`src/rtl/odometer_bcd.sv`:
```
// Dashboard odometer: packed-BCD total and trip mileage advanced by a
// speed-dependent step on each divider tick while in the drive state.
module odometer_bcd #(
  parameter int         CLK_HZ      = 100_000_000,
  parameter int         TICK_HZ     = 2,
  parameter int         DIGITS      = 7,
  parameter int         TRIP_DIGITS = 4,
  parameter int         SATURATE    = 0,
  parameter logic [3:0] DRIVE_STATE = 4'b0100
) (
  input  logic                     clk,
  input  logic                     rst,
  input  logic                     power_on,
  input  logic [3:0]               state,
  input  logic [1:0]               speed,
  input  logic                     trip_clr,
  output logic [4*DIGITS-1:0]      total_bcd,
  output logic [4*TRIP_DIGITS-1:0] trip_bcd,
  output logic                     tick,
  output logic                     wrapped
);

  localparam int DIV   = CLK_HZ / TICK_HZ;
  localparam int CNT_W = (DIV > 2) ? $clog2(DIV) : 1;

  // One BCD digit plus a small carry-in; returns {carry_out, digit}.
  function automatic logic [4:0] bcd_digit(input logic [3:0] a, input logic [1:0] cin);
    logic [4:0] d;
    logic [4:0] d_adj;
    d     = {1'b0, a} + {3'b000, cin};
    d_adj = d - 5'd10;
    if (d > 5'd9) return {1'b1, d_adj[3:0]};
    else          return {1'b0, d[3:0]};
  endfunction

  function automatic logic [4*DIGITS-1:0] sat_total(input logic [4*DIGITS-1:0] sum,
                                                    input logic carry);
    logic [4*DIGITS-1:0] nines;
    for (int i = 0; i < DIGITS; i++) nines[4*i +: 4] = 4'd9;
    if (SATURATE != 0 && carry) return nines;
    else                        return sum;
  endfunction

  logic [CNT_W-1:0]         div_cnt;
  logic                     tick_int;
  logic                     inc_p0;
  logic [4*DIGITS-1:0]      total_sum_p0;
  logic [4*TRIP_DIGITS-1:0] trip_sum_p0;
  logic                     total_carry_p0;
  logic [1:0]               c_tot;
  logic [1:0]               c_trip;
  logic [4:0]               r_tot;
  logic [4:0]               r_trip;

  assign tick_int = power_on && (div_cnt == CNT_W'(DIV - 1));
  assign inc_p0   = tick_int && (state == DRIVE_STATE) && (speed != 2'd0);

  // Stage p0: digit-serial ripple add of the step into both meters
  always_comb begin
    total_sum_p0   = '0;
    trip_sum_p0    = '0;
    r_tot          = '0;
    r_trip         = '0;
    c_tot          = speed;
    c_trip         = speed;
    for (int i = 0; i < DIGITS; i++) begin
      r_tot                  = bcd_digit(total_bcd[4*i +: 4], c_tot);
      total_sum_p0[4*i +: 4] = r_tot[3:0];
      c_tot                  = {1'b0, r_tot[4]};
    end
    total_carry_p0 = c_tot[0];
    for (int i = 0; i < TRIP_DIGITS; i++) begin
      r_trip                = bcd_digit(trip_bcd[4*i +: 4], c_trip);
      trip_sum_p0[4*i +: 4] = r_trip[3:0];
      c_trip                = {1'b0, r_trip[4]};
    end
  end

  // Stage p1: registered meters and one-cycle event pulses
  always_ff @(posedge clk) begin
    if (!rst) begin
      div_cnt   <= '0;
      total_bcd <= '0;
      trip_bcd  <= '0;
      tick      <= 1'b0;
      wrapped   <= 1'b0;
    end else begin
      if (!power_on || tick_int) div_cnt <= '0;
      else                       div_cnt <= div_cnt + 1'b1;

      tick    <= tick_int;
      wrapped <= inc_p0 && total_carry_p0 && (SATURATE == 0);

      if (inc_p0) total_bcd <= sat_total(total_sum_p0, total_carry_p0);

      // Unpowered or cleared trip ignores any coincident increment
      if (!power_on || trip_clr) trip_bcd <= '0;
      else if (inc_p0)           trip_bcd <= trip_sum_p0;
    end
  end

endmodule

```
`config.mk`:
```
export PLATFORM = sky130hd
export DESIGN_NAME = odometer_bcd
export DESIGN_NICKNAME = d
export VERILOG_FILES = /design/src/rtl/odometer_bcd.sv
export SDC_FILE = /design/constraint.sdc
export NUM_CORES = 1
export LEC_CHECK = 0
export BUFFER_PORTS_ARGS = -buffer_cell sky130_fd_sc_hd__buf_2
export CORE_MARGIN = 1.5
export CORE_UTILIZATION = 55
export DETAILED_ROUTE_END_ITERATION = 10
export PLACE_DENSITY = 0.73
export SYNTH_ARGS = -nofsm -noshare
export SYNTH_HDL_FRONTEND = slang
export SYNTH_SLANG_ARGS = --single-unit
```
`constraint.sdc`:
```
create_clock -name clk -period 20.5 [get_ports clk]
set_input_delay 1.025 -clock clk [delete_from_list [all_inputs] [get_ports clk]]
set_output_delay 1.025 -clock clk [all_outputs]
set_load 0.005 [all_outputs]
```
Word-level counts from Yosys, hierarchy flattened
Index checks and enable logic that the tools add are counted.
{"block": "totals", "register_bits": 72, "output_inout_bits": 46}
{"block": "classes", "add_sub_neg": 23, "n_lt_le_gt_ge": 11, "n_eq_ne": 2, "muxes": 11, "bitwise": 1, "n_reduce_logical": 10}
{"operator": "5-bit by 4-bit > comparator with 1-bit output (second input constant)", "n": 11}
{"operator": "5-bit 2-to-1 mux", "n": 10}
{"operator": "4-bit by 1-bit adder with 5-bit output", "n": 9}
{"operator": "4-bit subtractor (second input constant)", "n": 11}
{"operator": "26-bit by 1-bit adder with 26-bit output (second input constant)", "n": 1}
{"operator": "26-bit == test (second input constant)", "n": 1}
{"operator": "4-bit by 2-bit adder with 5-bit output", "n": 2}
{"operator": "4-bit by 3-bit == test with 1-bit output (second input constant)", "n": 1}
{"operator": "1-bit logical AND", "n": 4}
{"operator": "4-bit 2-to-1 mux", "n": 1}
{"operator": "2-bit OR reduction", "n": 2}
{"operator": "1-bit logical OR", "n": 2}
{"operator": "2-bit nonzero test", "n": 1}
{"operator": "1-bit logical NOT", "n": 1}
{"operator": "1-bit inverter", "n": 1}

Depth between registers and ports, before layout
Gate-level depths: netlist of the first run.
{"block": "depth", "ltp_word": 22, "mapped_depth": 59, "depth_no_buf": 59}

Least setup slack after synthesis of the first run
Ideal clock, no wire load.
{"block": "synth_path", "path_kind": "input to register", "startpoint": "input speed[0]", "endpoint": "register total_bcd[25]", "setup_time_ns": 0.079, "t_arrival_ns": 10.483, "required_ns": 20.421, "slack_ns": 9.938, "cell_stages": 55, "n_path_buf": 0, "path_cell_list": "ha_1 -> inv_1 -> fa_1 -> xor2_1 -> ha_1 -> a21boi_0 -> a211oi_1 -> a221o_1 -> ha_1 -> ha_1 -> xnor2_1 -> ha_1 -> nand2_1 -> nand3_1 -> nand2_1 -> ha_1 -> ha_1 -> xnor2_1 -> (+19 left out) -> ha_1 -> xnor2_1 -> ha_1 -> nor2b_1 -> a31oi_1 -> nand2_1 -> a31o_2 -> inv_1 -> ha_1 -> ha_1 -> xnor2_1 -> ha_1 -> nand2b_1 -> a21oi_1 -> o21ai_0 -> a22oi_1 -> nand4_1 -> o211ai_1"}
{"block": "synth_via", "elab_chain_cells": 21, "word_cells_on_any_way": 24, "cone_classes": "add/sub (8); order compare (7); mux (7); reduce/logical (2)"}
{"element": "start: declaration", "line_no": "15", "text": "input logic [1:0] speed,"}
{"element": "4-bit by 2-bit adder with 5-bit output", "line_no": "30", "text": "d = {1'b0, a} + {3'b000, cin};"}
{"element": "5-bit by 4-bit > comparator with 1-bit output", "line_no": "32", "text": "if (d > 5'd9) return {1'b1, d_adj[3:0]};"}
{"element": "5-bit 2-to-1 mux", "line_no": "32"}
{"element": "4-bit by 1-bit adder with 5-bit output", "line_no": "30"}
{"element": "5-bit by 4-bit > comparator with 1-bit output", "line_no": "32"}
{"element": "5-bit 2-to-1 mux", "line_no": "32"}
{"element": "4-bit by 1-bit adder with 5-bit output", "line_no": "30"}
{"element": "5-bit by 4-bit > comparator with 1-bit output", "line_no": "32"}
{"element": "(+5 left out)"}
{"element": "5-bit by 4-bit > comparator with 1-bit output", "line_no": "32"}
{"element": "5-bit 2-to-1 mux", "line_no": "32"}
{"element": "4-bit by 1-bit adder with 5-bit output", "line_no": "30"}
{"element": "5-bit by 4-bit > comparator with 1-bit output", "line_no": "32"}
{"element": "5-bit 2-to-1 mux", "line_no": "32"}
{"element": "4-bit by 1-bit adder with 5-bit output", "line_no": "30"}
{"element": "4-bit subtractor / 5-bit by 4-bit > comparator with 1-bit output (equally long branches)", "line_no": "31, 32"}
{"element": "5-bit 2-to-1 mux", "line_no": "32"}
{"element": "end signal: assignment", "line_no": "94", "text": "if (inc_p0) total_bcd <= sat_total(total_sum_p0, total_carry_p0);"}
{"element": "end: declaration", "line_no": "17", "text": "output logic [4*DIGITS-1:0] total_bcd,"}
Several ways; a longest one is shown, not always the timed one.
A chain may end at the register's enable or synchronous reset.

Worst setup path after layout of the first run
Same ends and word-level chain as after synthesis.

==> impl_results.html, run 1 <==
<table>
<tr><th>Metric</th><th>Value</th></tr>
<tr><th colspan="2">Run status</th></tr>
<tr><td>Run status</td><td>completed</td></tr>
<tr><th colspan="2">GRT</th></tr>
<tr><td>Pin count of the biggest net entering global routing</td><td>41</td></tr>
<tr><td>Met1 Use GR</td><td>31.35%</td></tr>
<tr><td>Overall routing resource usage</td><td>24.77%</td></tr>
<tr><td>Vias in the first global route</td><td>4186</td></tr>
<tr><td>Number of antenna violations at the first check in global routing</td><td>0</td></tr>
<tr><td>Global-route wire length before repair</td><td>18200 um</td></tr>
<tr><td>Met2 GRT Util</td><td>41.49%</td></tr>
<tr><td>Global-route track usage on met3</td><td>5.263%</td></tr>
<tr><td>Global routing's busiest layer</td><td>met2</td></tr>
<tr><td>GR Overflow Total</td><td>0</td></tr>
<tr><th colspan="2">Power</th></tr>
<tr><td>Leakage power figure</td><td>2.181 nW</td></tr>
<tr><td>Total power consumption of the routed design</td><td>0.2788 mW</td></tr>
<tr><td>Power density relative to cell area</td><td>52.65 nW/um^2</td></tr>
<tr><td>Maximum vdd ir drop</td><td>0.03894 mV</td></tr>
<tr><th colspan="2">STA</th></tr>
<tr><td>Clock skew after layout</td><td>0.01222 ns</td></tr>
<tr><td>Number of failing hold endpoints at the final stage</td><td>0</td></tr>
<tr><td>Max-slew violation count</td><td>0</td></tr>
<tr><td>Worst Hold Margin</td><td>0.4754 ns</td></tr>
<tr><td>RSZ-0062 raised after global routing</td><td>no</td></tr>
<tr><td>Slew HR</td><td>36.06%</td></tr>
<tr><td>Period minus WS final</td><td>11.67 ns</td></tr>
<tr><td>Highest Clock Rate</td><td>85.68 MHz</td></tr>
<tr><td>Final worst setup slack</td><td>8.829 ns</td></tr>
<tr><td>Period utilization</td><td>56.93%</td></tr>
<tr><td>Number of failing setup endpoints in the final timing report</td><td>0</td></tr>
<tr><td>Pin slew with the least headroom to its limit</td><td>0.9564 ns</td></tr>
<tr><td>Setup TNS after final layout</td><td>0 ns</td></tr>
<tr><th colspan="2">Synthesis</th></tr>
<tr><td>Commonest cells in the synthesized netlist</td><td>sky130_fd_sc_hd__dfxtp_1 (72), sky130_fd_sc_hd__nand2_1 (70), sky130_fd_sc_hd__nor2_1 (64)</td></tr>
<tr><td>Sequential-to-total area share from yosys stat</td><td>30.61%</td></tr>
<tr><td>Synthesized netlist cell count</td><td>604</td></tr>
<tr><td>Post-synthesis adder-cell area fraction</td><td>11.74%</td></tr>
<tr><td>Synth Net Count</td><td>657</td></tr>
<tr><td>Post-synthesis xor/xnor area fraction</td><td>10.41%</td></tr>
<tr><td>Most frequently used cell type in the post-synthesis netlist</td><td>sky130_fd_sc_hd__dfxtp_1</td></tr>
<tr><td>Seq cells post-synth</td><td>72</td></tr>
<tr><td>Number of warnings printed during yosys synthesis</td><td>0</td></tr>
<tr><td>Average cell area after synthesis</td><td>7.797 um^2</td></tr>
<tr><td>Post-synth EDFFs</td><td>0</td></tr>
<tr><td>Yosys top cell area share</td><td>30.61%</td></tr>
<tr><td>Compound-cell area share of the yosys netlist</td><td>16.39%</td></tr>
<tr><td>Fraction of synthesized area in multiplexers</td><td>0.2125%</td></tr>
<tr><td>Distinct cell type count of the synthesized netlist</td><td>53</td></tr>
<tr><td>Largest cells by area after synthesis</td><td>sky130_fd_sc_hd__dfxtp_1 (31%), sky130_fd_sc_hd__ha_1 (11%), sky130_fd_sc_hd__xnor2_1 (6.5%), sky130_fd_sc_hd__nand2_1 (5.6%), sky130_fd_sc_hd__nor2_1 (5.1%)</td></tr>
<tr><td>Main flop type after synthesis</td><td>sky130_fd_sc_hd__dfxtp_1</td></tr>
<tr><td>Dominant combinational cell family by area after synthesis</td><td>simple AND/OR/NAND/NOR gates</td></tr>
<tr><td>Simple logic cell fraction of the synthesized area</td><td>26.22%</td></tr>
<tr><td>Summed instance area of the synthesized netlist</td><td>4710 um^2</td></tr>
<tr><td>Cell type contributing the most total cell area after synthesis</td><td>sky130_fd_sc_hd__dfxtp_1</td></tr>
<tr><td>FFs w/ async S/R, synth</td><td>0%</td></tr>
<tr><th colspan="2">Placed design</th></tr>
<tr><td>Inst Count DP</td><td>748</td></tr>
<tr><td>Post-placement worst setup slack</td><td>8.611 ns</td></tr>
<tr><td>DP HPWL</td><td>7818 um</td></tr>
<tr><td>Standard cell area after detailed placement</td><td>5067 um^2</td></tr>
<tr><td>Weighted congestion at the end of routability-driven global placement</td><td>0.9134</td></tr>
<tr><td>Quantity of I/O buffers inserted on ports</td><td>55</td></tr>
<tr><th colspan="2">Floorplan</th></tr>
<tr><td>Die ar.</td><td>9127 um^2</td></tr>
<tr><td>Number of rows in the core area</td><td>33</td></tr>
<tr><td>Number of placed I/O pins</td><td>56</td></tr>
<tr><td>Initial core utilization</td><td>57.03%</td></tr>
<tr><td>Die width</td><td>95.54 um</td></tr>
<tr><td>Core region area</td><td>8258 um^2</td></tr>
<tr><td>Height of the chip</td><td>95.54 um</td></tr>
<tr><th colspan="2">Cells and area</th></tr>
<tr><td>Post-layout instance area</td><td>5295 um^2</td></tr>
<tr><td>Count of antenna diodes in the layout</td><td>0</td></tr>
<tr><td>Count of non-filler cells in the finished layout</td><td>764</td></tr>
<tr><td>Number of nets in the final layout</td><td>707</td></tr>
<tr><td>Combined flip-flop and latch cell area</td><td>1441 um^2</td></tr>
<tr><td>Area added between synthesis and finish</td><td>12.43%</td></tr>
<tr><td>Post-layout util</td><td>64.12%</td></tr>
<tr><td>Number of filler instances in the final layout</td><td>788</td></tr>
<tr><td>Ratio of cells with drive above 1 in the final layout</td><td>12.14%</td></tr>
<tr><td>Footprint of the multi-input gates</td><td>3073 um^2</td></tr>
<tr><th colspan="2">Clock network</th></tr>
<tr><td>Hold-fix buffer count after cts</td><td>0</td></tr>
<tr><td>CTS tree</td><td>yes</td></tr>
<tr><td>Clock sink total</td><td>72</td></tr>
<tr><td>Clk Latency, worst-skew pair</td><td>0.35 ns</td></tr>
<tr><td>Total CTS buffers</td><td>9</td></tr>
<tr><td>Root buf cell</td><td>sky130_fd_sc_hd__clkbuf_8</td></tr>
<tr><td>Clock transition at path regs</td><td>0.08 ns</td></tr>
<tr><td>Post-CTS sizing</td><td>0</td></tr>
<tr><td>Longest Clk Path Bufs</td><td>2</td></tr>
<tr><td>Post-CTS setup buffers</td><td>0</td></tr>
<tr><td>H-Tree Level Count</td><td>3</td></tr>
<tr><th colspan="2">Setup path</th></tr>
<tr><td>Stage delay of the slowest cell on the critical path</td><td>0.47 ns</td></tr>
<tr><td>WS Path Type</td><td>input port to flop</td></tr>
<tr><td>Critical path capture point type</td><td>flop</td></tr>
<tr><td>Crit path max-delay family</td><td>adder cells</td></tr>
<tr><td>Buffers and inverters on the worst path</td><td>3</td></tr>
<tr><td>Element type at the critical path start</td><td>input port</td></tr>
<tr><td>Top fanout value on the critical path</td><td>7</td></tr>
<tr><td>CP arrival</td><td>11.94 ns</td></tr>
<tr><td>Most Frequent Cell on Critical Path</td><td>sky130_fd_sc_hd__ha_1</td></tr>
<tr><td>Cell at the slowest stage of the critical path</td><td>sky130_fd_sc_hd__fa_1</td></tr>
<tr><td>Data required time at the worst endpoint</td><td>20.77 ns</td></tr>
<tr><th colspan="2">Flow run</th></tr>
<tr><td>Max-cap violation count</td><td>0</td></tr>
<tr><th colspan="2">Detailed routing</th></tr>
<tr><td>Detailed Routing Iterations Pass 1</td><td>4</td></tr>
<tr><td>Post-detailed-route wirelength per cell</td><td>14.13 um</td></tr>
<tr><td>Residual DRC count</td><td>0</td></tr>
<tr><td>Vias after detailed routing</td><td>4463</td></tr>
<tr><td>Routed wire length</td><td>10790 um</td></tr>
<tr><td>Starting DRT DRC Count</td><td>180</td></tr>
<tr><td>Average vias per placed instance</td><td>5.842</td></tr>
<tr><td>Residual antenna-violating net count after detailed routing</td><td>0</td></tr>
<tr><th colspan="2">Hold path</th></tr>
<tr><td>Type of the most critical hold path</td><td>flop to flop</td></tr>
</table>
## report_power, final
part	switching, mW	internal, mW	leakage (nW)
logic	0.00487	0.00203	1.49
registers	0.000222	0.140	0.580
clock network	0.0584	0.0733	0.115
total	0.0635	0.215	2.18
## layout make-up
cell class	instances	share of cell area, %
Timing Repair Buffer	57	5.482
Sequential cell	72	27.22
Clock inverter	5	1.630
Tap cell	105	2.481
Inverter	35	2.481
Multi-Input combinational cell	479	58.03
Clock buffer	11	2.670
## placed cells by master, fill, tap and decap left out, types with 12 or more instances in the layout
cell                       synthesis  routed
sky130_fd_sc_hd__nor3_1           12      12
sky130_fd_sc_hd__buf_2             1      55
sky130_fd_sc_hd__nand3_1          42      42
sky130_fd_sc_hd__nor2_1           64      64
sky130_fd_sc_hd__nand2_1          70      70
sky130_fd_sc_hd__xor2_1           21      21
sky130_fd_sc_hd__inv_1            35      35
sky130_fd_sc_hd__o21ai_0          26      26
sky130_fd_sc_hd__nand4_1          13      13
sky130_fd_sc_hd__dfxtp_1          72      72
sky130_fd_sc_hd__ha_1             41      41
sky130_fd_sc_hd__nand2b_1         14      14
sky130_fd_sc_hd__xnor2_1          35      35
sky130_fd_sc_hd__a21oi_1          37      37
## cell families after synthesis
group                      after synthesis
buffers and inverters                   53
xor gates and xnor gates                56
muxes                                    1
and+or+nand+nor                        257
AOI/OAI and AO/OA                      122
adders and majority gates               43
DFF                                     72
## worst min-delay path, stage by stage, from the launching register on
cell and delay (ns):
sky130_fd_sc_hd__dfxtp_1 0.33, sky130_fd_sc_hd__nand2_1 0.06, sky130_fd_sc_hd__a21oi_1 0.05
## path summary, 6_finish.rpt
kind                                    start       endpoint  slack [ns]  depth (start not counted)
worst max-delay path                 speed[0]  total_bcd[25]        8.83                         56
worst min-delay path            total_bcd[20]  total_bcd[20]        0.48                          2
worst max register to register   total_bcd[0]  total_bcd[25]        9.23                         55
worst min register to register  total_bcd[20]  total_bcd[20]        0.48                          2
## flip-flops by register name (all words and copies together) (netlist names)
name	cells
total_bcd	28
div_cnt	26
trip_bcd	16
tick	1
wrapped	1
## metal layers
| metal | vias up | share of wire [%] |
|---|---|---|
| met2 | 110 | 48 |
| met4 | 0 | 1.1 |
| met1 | 2085 | 46 |
| met5 | - | 0 |
| li1 | 2253 | - |
| met3 | 15 | 4.3 |
Note: power is estimated with default switching activity, not from simulation.
==> inputs of run 2 (changes only) <==
==> constraint.sdc (replaced) <==
create_clock -name clk -period 11.5 [get_ports clk]
set_input_delay 0.575 -clock clk [delete_from_list [all_inputs] [get_ports clk]]
set_output_delay 0.575 -clock clk [all_outputs]
set_load 0.005 [all_outputs]
==> run 2 against run 1 <==
  * Global-route usage fell by 0.14 points
  * Sequential power is 79% higher
  * Setup slack got worse by 7.9 ns
  * Clock-buffer cell count down 2
  * Sequential share of layout area fell by 0.071 points
  * Core utilization grew 0.17 points
  * Power grew 62%
  * Non-clock buffer count is the same
  * Die area did not move
  * Flip-flop and latch count did not move
  * Largest power group unchanged
  * Cell area increased by 0.26%
==> impl_results.html, run 2 (synthesis gave the netlist of run 1 again) <==
<table>
<tr><th>Metric</th><th>Value</th></tr>
<tr><th colspan="2">Run status</th></tr>
<tr><td>Run status</td><td>completed</td></tr>
<tr><th colspan="2">Setup path</th></tr>
<tr><td>CP arrival</td><td>10.87 ns</td></tr>
<tr><td>Data required time at the worst endpoint</td><td>11.78 ns</td></tr>
<tr><td>Stage delay of the slowest cell on the critical path</td><td>0.52 ns</td></tr>
<tr><td>Element type at the critical path start</td><td>flop</td></tr>
<tr><td>Critical path capture point type</td><td>flop</td></tr>
<tr><td>Top fanout value on the critical path</td><td>7</td></tr>
<tr><td>WS Path Type</td><td>flop to flop</td></tr>
<tr><td>Most Frequent Cell on Critical Path</td><td>sky130_fd_sc_hd__ha_1</td></tr>
<tr><td>Cell at the slowest stage of the critical path</td><td>sky130_fd_sc_hd__fa_1</td></tr>
<tr><th colspan="2">Cells and area</th></tr>
<tr><td>Commonest non-fill, non-tap cell in the layout</td><td>sky130_fd_sc_hd__dfxtp_1</td></tr>
<tr><td>Post-layout instance area</td><td>5309 um^2</td></tr>
<tr><td>Ratio of cells with drive above 1 in the final layout</td><td>13.66%</td></tr>
<tr><td>Register bank with the most flops</td><td>total_bcd</td></tr>
<tr><td>Post-layout util</td><td>64.29%</td></tr>
<tr><td>Max reg flops</td><td>28</td></tr>
<tr><td>Registers with the most flip-flops</td><td>total_bcd (28), div_cnt (26), trip_bcd (16)</td></tr>
<tr><td>Area added between synthesis and finish</td><td>12.73%</td></tr>
<tr><td>Commonest cells after routing, fill and taps aside</td><td>sky130_fd_sc_hd__dfxtp_1 (72), sky130_fd_sc_hd__nand2_1 (70), sky130_fd_sc_hd__nor2_1 (64), sky130_fd_sc_hd__buf_2 (55), sky130_fd_sc_hd__nand3_1 (42)</td></tr>
<tr><td>Count of antenna diodes in the layout</td><td>0</td></tr>
<tr><td>Number of nets in the final layout</td><td>707</td></tr>
<tr><th colspan="2">STA</th></tr>
<tr><td>Period minus WS final</td><td>10.59 ns</td></tr>
<tr><td>Worst Hold Margin</td><td>0.4735 ns</td></tr>
<tr><td>Slew HR</td><td>34.08%</td></tr>
<tr><td>Period utilization</td><td>92.08%</td></tr>
<tr><td>Pin slew with the least headroom to its limit</td><td>0.9806 ns</td></tr>
<tr><td>RSZ-0062 raised after global routing</td><td>no</td></tr>
<tr><td>Number of failing setup endpoints in the final timing report</td><td>0</td></tr>
<tr><td>Setup TNS after final layout</td><td>0 ns</td></tr>
<tr><td>Number of failing hold endpoints at the final stage</td><td>0</td></tr>
<tr><td>Clock skew after layout</td><td>0.01231 ns</td></tr>
<tr><td>Highest Clock Rate</td><td>94.44 MHz</td></tr>
<tr><td>Max-slew violation count</td><td>0</td></tr>
<tr><th colspan="2">Clock network</th></tr>
<tr><td>Total CTS buffers</td><td>9</td></tr>
<tr><td>CTS tree</td><td>yes</td></tr>
<tr><td>Root buf cell</td><td>sky130_fd_sc_hd__clkbuf_8</td></tr>
<tr><td>Clock sink total</td><td>72</td></tr>
<tr><td>Clk Latency, worst-skew pair</td><td>0.35 ns</td></tr>
<tr><td>H-Tree Level Count</td><td>3</td></tr>
<tr><td>Post-CTS setup buffers</td><td>0</td></tr>
<tr><td>Clock transition at path regs</td><td>0.08 ns</td></tr>
<tr><td>Longest Clk Path Bufs</td><td>2</td></tr>
<tr><td>Hold-fix buffer count after cts</td><td>0</td></tr>
<tr><th colspan="2">Power</th></tr>
<tr><td>Maximum vdd ir drop</td><td>0.05819 mV</td></tr>
<tr><td>Leakage power figure</td><td>2.154 nW</td></tr>
<tr><td>Power density relative to cell area</td><td>84.95 nW/um^2</td></tr>
<tr><th colspan="2">Placed design</th></tr>
<tr><td>Standard cell area after detailed placement</td><td>5067 um^2</td></tr>
<tr><td>DP HPWL</td><td>7743 um</td></tr>
<tr><td>Quantity of I/O buffers inserted on ports</td><td>55</td></tr>
<tr><td>Weighted congestion at the end of routability-driven global placement</td><td>0.9133</td></tr>
<tr><th colspan="2">Floorplan</th></tr>
<tr><td>Die ar.</td><td>9127 um^2</td></tr>
<tr><td>Number of rows in the core area</td><td>33</td></tr>
<tr><td>Die width</td><td>95.54 um</td></tr>
<tr><td>Height of the chip</td><td>95.54 um</td></tr>
<tr><td>Initial core utilization</td><td>57.03%</td></tr>
<tr><td>Core region area</td><td>8258 um^2</td></tr>
<tr><td>Number of placed I/O pins</td><td>56</td></tr>
<tr><th colspan="2">GRT</th></tr>
<tr><td>Vias in the first global route</td><td>4133</td></tr>
<tr><td>GR Overflow Total</td><td>0</td></tr>
<tr><td>Overall routing resource usage</td><td>24.63%</td></tr>
<tr><td>Pin count of the biggest net entering global routing</td><td>41</td></tr>
<tr><td>Global-route wire length before repair</td><td>17970 um</td></tr>
<tr><td>Number of antenna violations at the first check in global routing</td><td>0</td></tr>
<tr><th colspan="2">Detailed routing</th></tr>
<tr><td>Residual antenna-violating net count after detailed routing</td><td>0</td></tr>
<tr><td>Residual DRC count</td><td>0</td></tr>
<tr><td>Detailed Routing Iterations Pass 1</td><td>6</td></tr>
<tr><td>Starting DRT DRC Count</td><td>117</td></tr>
<tr><td>Post-detailed-route wirelength per cell</td><td>14.35 um</td></tr>
<tr><td>Routed wire length</td><td>10960 um</td></tr>
<tr><td>Average vias per placed instance</td><td>5.787</td></tr>
<tr><td>Vias after detailed routing</td><td>4421</td></tr>
<tr><th colspan="2">Flow run</th></tr>
<tr><td>Max-cap violation count</td><td>0</td></tr>
<tr><th colspan="2">Hold path</th></tr>
<tr><td>Type of the most critical hold path</td><td>flop to flop</td></tr>
</table>
## run 2: changes by cell type in the layout (fill, tap and decap cells not counted), moves of 2 or more
cell	delta
sky130_fd_sc_hd__xnor2_2	+3
sky130_fd_sc_hd__bufinv_16	-2
sky130_fd_sc_hd__xnor2_1	-3
sky130_fd_sc_hd__clkinvlp_4	+3
## run 2: metal layers
| metal | up-vias | global-route usage [%] | share of wire, % |
|---|---|---|---|
| li1 | 2250 | - | - |
| met4 | 0 | 11.76 | 2.4 |
| met3 | 22 | 4.864 | 4.3 |
| met2 | 106 | 39.73 | 47 |
| met1 | 2043 | 31.30 | 47 |
| met5 | - | 0 | 0 |
## run 2: timing repair
item / CTS / global route
setup endpoints to repair: 0 / 4
hold endpoints to repair: 0 / 0
resized for setup: 0 / 12
## run 2: report_power, final
group / switching, mW / internal [mW] / leakage, nW
clock network: 0.108 / 0.0801 / 0.0827
registers: 0.000388 / 0.249 / 0.580
logic: 0.00906 / 0.00376 / 1.49
## run 2: worst paths after layout
path,endpoint,slack [ns],cells after the start,from
setup / recovery,total_bcd[25],0.91,58,total_bcd[0]
hold / removal,total_bcd[16],0.47,2,total_bcd[16]
setup reg to reg,total_bcd[25],0.91,58,total_bcd[0]
hold reg to reg,total_bcd[16],0.47,2,total_bcd[16]
## run 2: area by class of cell
class,count,area (um^2)
clock buffer,9,123.9
clock inverter,7,53.80
fill,752,2949
inverter,35,131.4
multi-input combinational,479,3137
sequential,72,1441
tap,105,131.4
timing repair buffer,57,290.3
## run 2: critical path, delay by kind of cell (launching register included)
family | cells | cell delay [ns]
xor gates and xnor gates | 7 | 1.38
DFF | 1 | 0.39
and+or+nand+nor | 19 | 1.75
buffers and inverters | 2 | 0.12
AOI/OAI and AO/OA | 9 | 1.87
adders and majority gates | 21 | 5.01
## run 2: through the flow
stage                     cells  setup slack, ns  power [mW]
after floorplan             604            1.388      0.2632
after global placement      748           0.8124      0.2676
after detailed placement    748           0.1485      0.2680
after CTS                   764           0.4201      0.4548
after global routing        764          0.06647      0.4661
final                       764           0.9112      0.4510
==> inputs of run 3 (changes only) <==
--- a/config.mk
+++ b/config.mk
@@ -6,8 +6,9 @@
 export NUM_CORES = 1
 export LEC_CHECK = 0
 export BUFFER_PORTS_ARGS = -buffer_cell sky130_fd_sc_hd__buf_2
-export CORE_MARGIN = 1.5
+export CORE_MARGIN = 1
 export CORE_UTILIZATION = 55
+export CTS_CLUSTER_SIZE = 16
 export DETAILED_ROUTE_END_ITERATION = 10
 export PLACE_DENSITY = 0.73
 export SYNTH_ARGS = -nofsm -noshare
==> constraint.sdc (replaced) <==
create_clock -name clk -period 13.6 [get_ports clk]
set_input_delay 0.68 -clock clk [delete_from_list [all_inputs] [get_ports clk]]
set_output_delay 0.68 -clock clk [all_outputs]
set_load 0.005 [all_outputs]
==> run 3 against run 2 <==
  * Worst hold slack got worse by 0.0027 ns
  * Non-clock buffer count unchanged
  * Routed wire length is 3.1% lower
  * Clock power decreased by 9.6%
  * First-iteration DRC count rose by 86%
  * Clock skew fell by 0.0067 ns
  * Register-to-register slack better by 1.4 ns
  * Via count is 1.1% lower
  * Setup slack gained 1.3 ns
  * Flip-flop and latch count unchanged
  * Critical path type is now input port to flop
  * Clock-buffer cell count increased by 2
  * Sequential power fell by 16%
==> impl_results.html, run 3 (synthesis gave the netlist of run 1 again) <==
<table>
<tr><th>Metric</th><th>Value</th></tr>
<tr><th colspan="2">Setup path</th></tr>
<tr><td>Crit path max-delay family</td><td>adder cells</td></tr>
<tr><td>Most Frequent Cell on Critical Path</td><td>sky130_fd_sc_hd__ha_1</td></tr>
<tr><td>Top fanout value on the critical path</td><td>7</td></tr>
<tr><td>CP arrival</td><td>11.64 ns</td></tr>
<tr><td>Critical path capture point type</td><td>flop</td></tr>
<tr><td>Cell at the slowest stage of the critical path</td><td>sky130_fd_sc_hd__fa_1</td></tr>
<tr><td>Data required time at the worst endpoint</td><td>13.87 ns</td></tr>
<tr><td>Element type at the critical path start</td><td>input port</td></tr>
<tr><td>WS Path Type</td><td>input port to flop</td></tr>
<tr><td>Buffers and inverters on the worst path</td><td>3</td></tr>
<tr><td>Stage delay of the slowest cell on the critical path</td><td>0.46 ns</td></tr>
<tr><th colspan="2">STA</th></tr>
<tr><td>Period utilization</td><td>83.58%</td></tr>
<tr><td>Number of failing setup endpoints in the final timing report</td><td>0</td></tr>
<tr><td>Number of failing hold endpoints at the final stage</td><td>0</td></tr>
<tr><td>Period minus WS final</td><td>11.37 ns</td></tr>
<tr><td>Slew HR</td><td>41.77%</td></tr>
<tr><td>Setup TNS after final layout</td><td>0 ns</td></tr>
<tr><td>RSZ-0062 raised after global routing</td><td>no</td></tr>
<tr><td>Max-slew violation count</td><td>0</td></tr>
<tr><td>Pin slew with the least headroom to its limit</td><td>0.8710 ns</td></tr>
<tr><td>Clock skew after layout</td><td>0.005629 ns</td></tr>
<tr><td>Highest Clock Rate</td><td>87.98 MHz</td></tr>
<tr><td>Worst Hold Margin</td><td>0.4709 ns</td></tr>
<tr><th colspan="2">GRT</th></tr>
<tr><td>GR Overflow Total</td><td>0</td></tr>
<tr><td>Vias in the first global route</td><td>4050</td></tr>
<tr><td>Overall routing resource usage</td><td>24.93%</td></tr>
<tr><td>Pin count of the biggest net entering global routing</td><td>41</td></tr>
<tr><td>Global-route wire length before repair</td><td>17880 um</td></tr>
<tr><td>Number of antenna violations at the first check in global routing</td><td>0</td></tr>
<tr><th colspan="2">Detailed routing</th></tr>
<tr><td>Average vias per placed instance</td><td>5.736</td></tr>
<tr><td>Residual DRC count</td><td>0</td></tr>
<tr><td>Post-detailed-route wirelength per cell</td><td>13.94 um</td></tr>
<tr><td>Routed wire length</td><td>10630 um</td></tr>
<tr><td>Residual antenna-violating net count after detailed routing</td><td>0</td></tr>
<tr><td>Detailed Routing Iterations Pass 1</td><td>4</td></tr>
<tr><td>Vias after detailed routing</td><td>4371</td></tr>
<tr><td>Starting DRT DRC Count</td><td>218</td></tr>
<tr><th colspan="2">Floorplan</th></tr>
<tr><td>Height of the chip</td><td>94.54 um</td></tr>
<tr><td>Die width</td><td>94.54 um</td></tr>
<tr><td>Initial core utilization</td><td>57.03%</td></tr>
<tr><td>Number of placed I/O pins</td><td>56</td></tr>
<tr><td>Number of rows in the core area</td><td>33</td></tr>
<tr><td>Core region area</td><td>8258 um^2</td></tr>
<tr><td>Die ar.</td><td>8937 um^2</td></tr>
<tr><th colspan="2">Cells and area</th></tr>
<tr><td>Count of antenna diodes in the layout</td><td>0</td></tr>
<tr><td>Commonest cells after routing, fill and taps aside</td><td>sky130_fd_sc_hd__dfxtp_1 (72), sky130_fd_sc_hd__nand2_1 (70), sky130_fd_sc_hd__nor2_1 (64), sky130_fd_sc_hd__buf_2 (55), sky130_fd_sc_hd__nand3_1 (42)</td></tr>
<tr><td>Registers with the most flip-flops</td><td>total_bcd (28), div_cnt (26), trip_bcd (16)</td></tr>
<tr><td>Max reg flops</td><td>28</td></tr>
<tr><td>Footprint of the multi-input gates</td><td>3067 um^2</td></tr>
<tr><td>Number of nets in the final layout</td><td>707</td></tr>
<tr><td>Commonest non-fill, non-tap cell in the layout</td><td>sky130_fd_sc_hd__dfxtp_1</td></tr>
<tr><td>Number of filler instances in the final layout</td><td>747</td></tr>
<tr><td>Register bank with the most flops</td><td>total_bcd</td></tr>
<tr><td>Combined flip-flop and latch cell area</td><td>1441 um^2</td></tr>
<tr><td>Ratio of cells with drive above 1 in the final layout</td><td>11.87%</td></tr>
<tr><td>Area added between synthesis and finish</td><td>11.58%</td></tr>
<tr><th colspan="2">Hold path</th></tr>
<tr><td>Type of the most critical hold path</td><td>flop to flop</td></tr>
<tr><th colspan="2">Placed design</th></tr>
<tr><td>DP HPWL</td><td>7561 um</td></tr>
<tr><td>Weighted congestion at the end of routability-driven global placement</td><td>0.9049</td></tr>
<tr><td>Quantity of I/O buffers inserted on ports</td><td>55</td></tr>
<tr><th colspan="2">Clock network</th></tr>
<tr><td>CTS tree</td><td>yes</td></tr>
<tr><td>Longest Clk Path Bufs</td><td>2</td></tr>
<tr><td>Clock transition at path regs</td><td>0.07 ns</td></tr>
<tr><td>Root buf cell</td><td>sky130_fd_sc_hd__clkbuf_8</td></tr>
<tr><td>Post-CTS setup buffers</td><td>0</td></tr>
<tr><td>Post-CTS sizing</td><td>0</td></tr>
<tr><td>Total CTS buffers</td><td>9</td></tr>
<tr><td>H-Tree Level Count</td><td>3</td></tr>
<tr><td>Clock sink total</td><td>72</td></tr>
<tr><td>Clk Latency, worst-skew pair</td><td>0.34 ns</td></tr>
<tr><td>Hold-fix buffer count after cts</td><td>0</td></tr>
<tr><th colspan="2">Power</th></tr>
<tr><td>Leakage power figure</td><td>2.163 nW</td></tr>
<tr><td>Power density relative to cell area</td><td>74.60 nW/um^2</td></tr>
<tr><td>Maximum vdd ir drop</td><td>0.05170 mV</td></tr>
<tr><th colspan="2">Flow run</th></tr>
<tr><td>Max-cap violation count</td><td>0</td></tr>
<tr><th colspan="2">Run status</th></tr>
<tr><td>Run status</td><td>completed</td></tr>
</table>
==> run 3: changes by cell type in the layout (fill, tap and decap cells not counted), moves of 2 or more <==
cell / delta
sky130_fd_sc_hd__xnor2_1: +3
sky130_fd_sc_hd__clkinvlp_4: -2
sky130_fd_sc_hd__xnor2_2: -3
sky130_fd_sc_hd__clkbuf_8: +2
sky130_fd_sc_hd__inv_6: -3
==> run 3: worst register-to-register path: cells and delay by family, from the launching register on <==
kind | cells | cell delay [ns]
flops | 1 | 0.38
buf+inv | 2 | 0.12
simple gates | 16 | 1.63
fa+ha+maj | 21 | 5.12
xor+xnor | 7 | 1.88
compound gates | 9 | 2.11
==> run 3: worst paths after layout <==
path / startpoint / end / slack (ns) / cells past startpoint
max: speed[0] / total_bcd[25] / 2.23 / 56
min: total_bcd[16] / total_bcd[16] / 0.47 / 2
min reg2reg: total_bcd[16] / total_bcd[16] / 0.47 / 2
max reg2reg: total_bcd[0] / total_bcd[25] / 2.30 / 55
==> run 3: final cells by class <==
cell class	instances	share of cell area (%)
Multi-Input combinational cell	479	58.36
Sequential cell	72	27.43
Timing Repair Buffer	57	5.524
Clock buffer	11	2.881
Inverter	35	2.500
Tap cell	105	2.500
Clock inverter	3	0.8095
==> run 3: layer usage <==
layer	GRT usage, %	up-vias	share of wire [%]
li1	-	2252	-
met1	29.16	2024	45
met2	45.05	84	49
met3	5.717	11	4.8
met4	7.449	0	0.91
met5	0	-	0
==> run 3: metrics by stage <==
step                      std cells  utilization [%]  power [mW]  area (um^2)  worst slack, ns
after floorplan                 604                -      0.2226         4710            3.383
after global placement          748            61.29      0.2263         5061            2.823
after global routing            762            63.64      0.4055         5255            1.228
after CTS                       762            63.64      0.3974         5255            2.331
final                           762            63.64      0.3920         5255            2.234
after detailed placement        748            61.29      0.2267         5061            2.022
==> run 3: power by group <==
part	total, mW	switching [mW]	internal [mW]
Clock	0.170	0.0779	0.0924
Sequential	0.211	0.000329	0.211
Combinational	0.0105	0.00743	0.00303
Total	0.392	0.0856	0.306
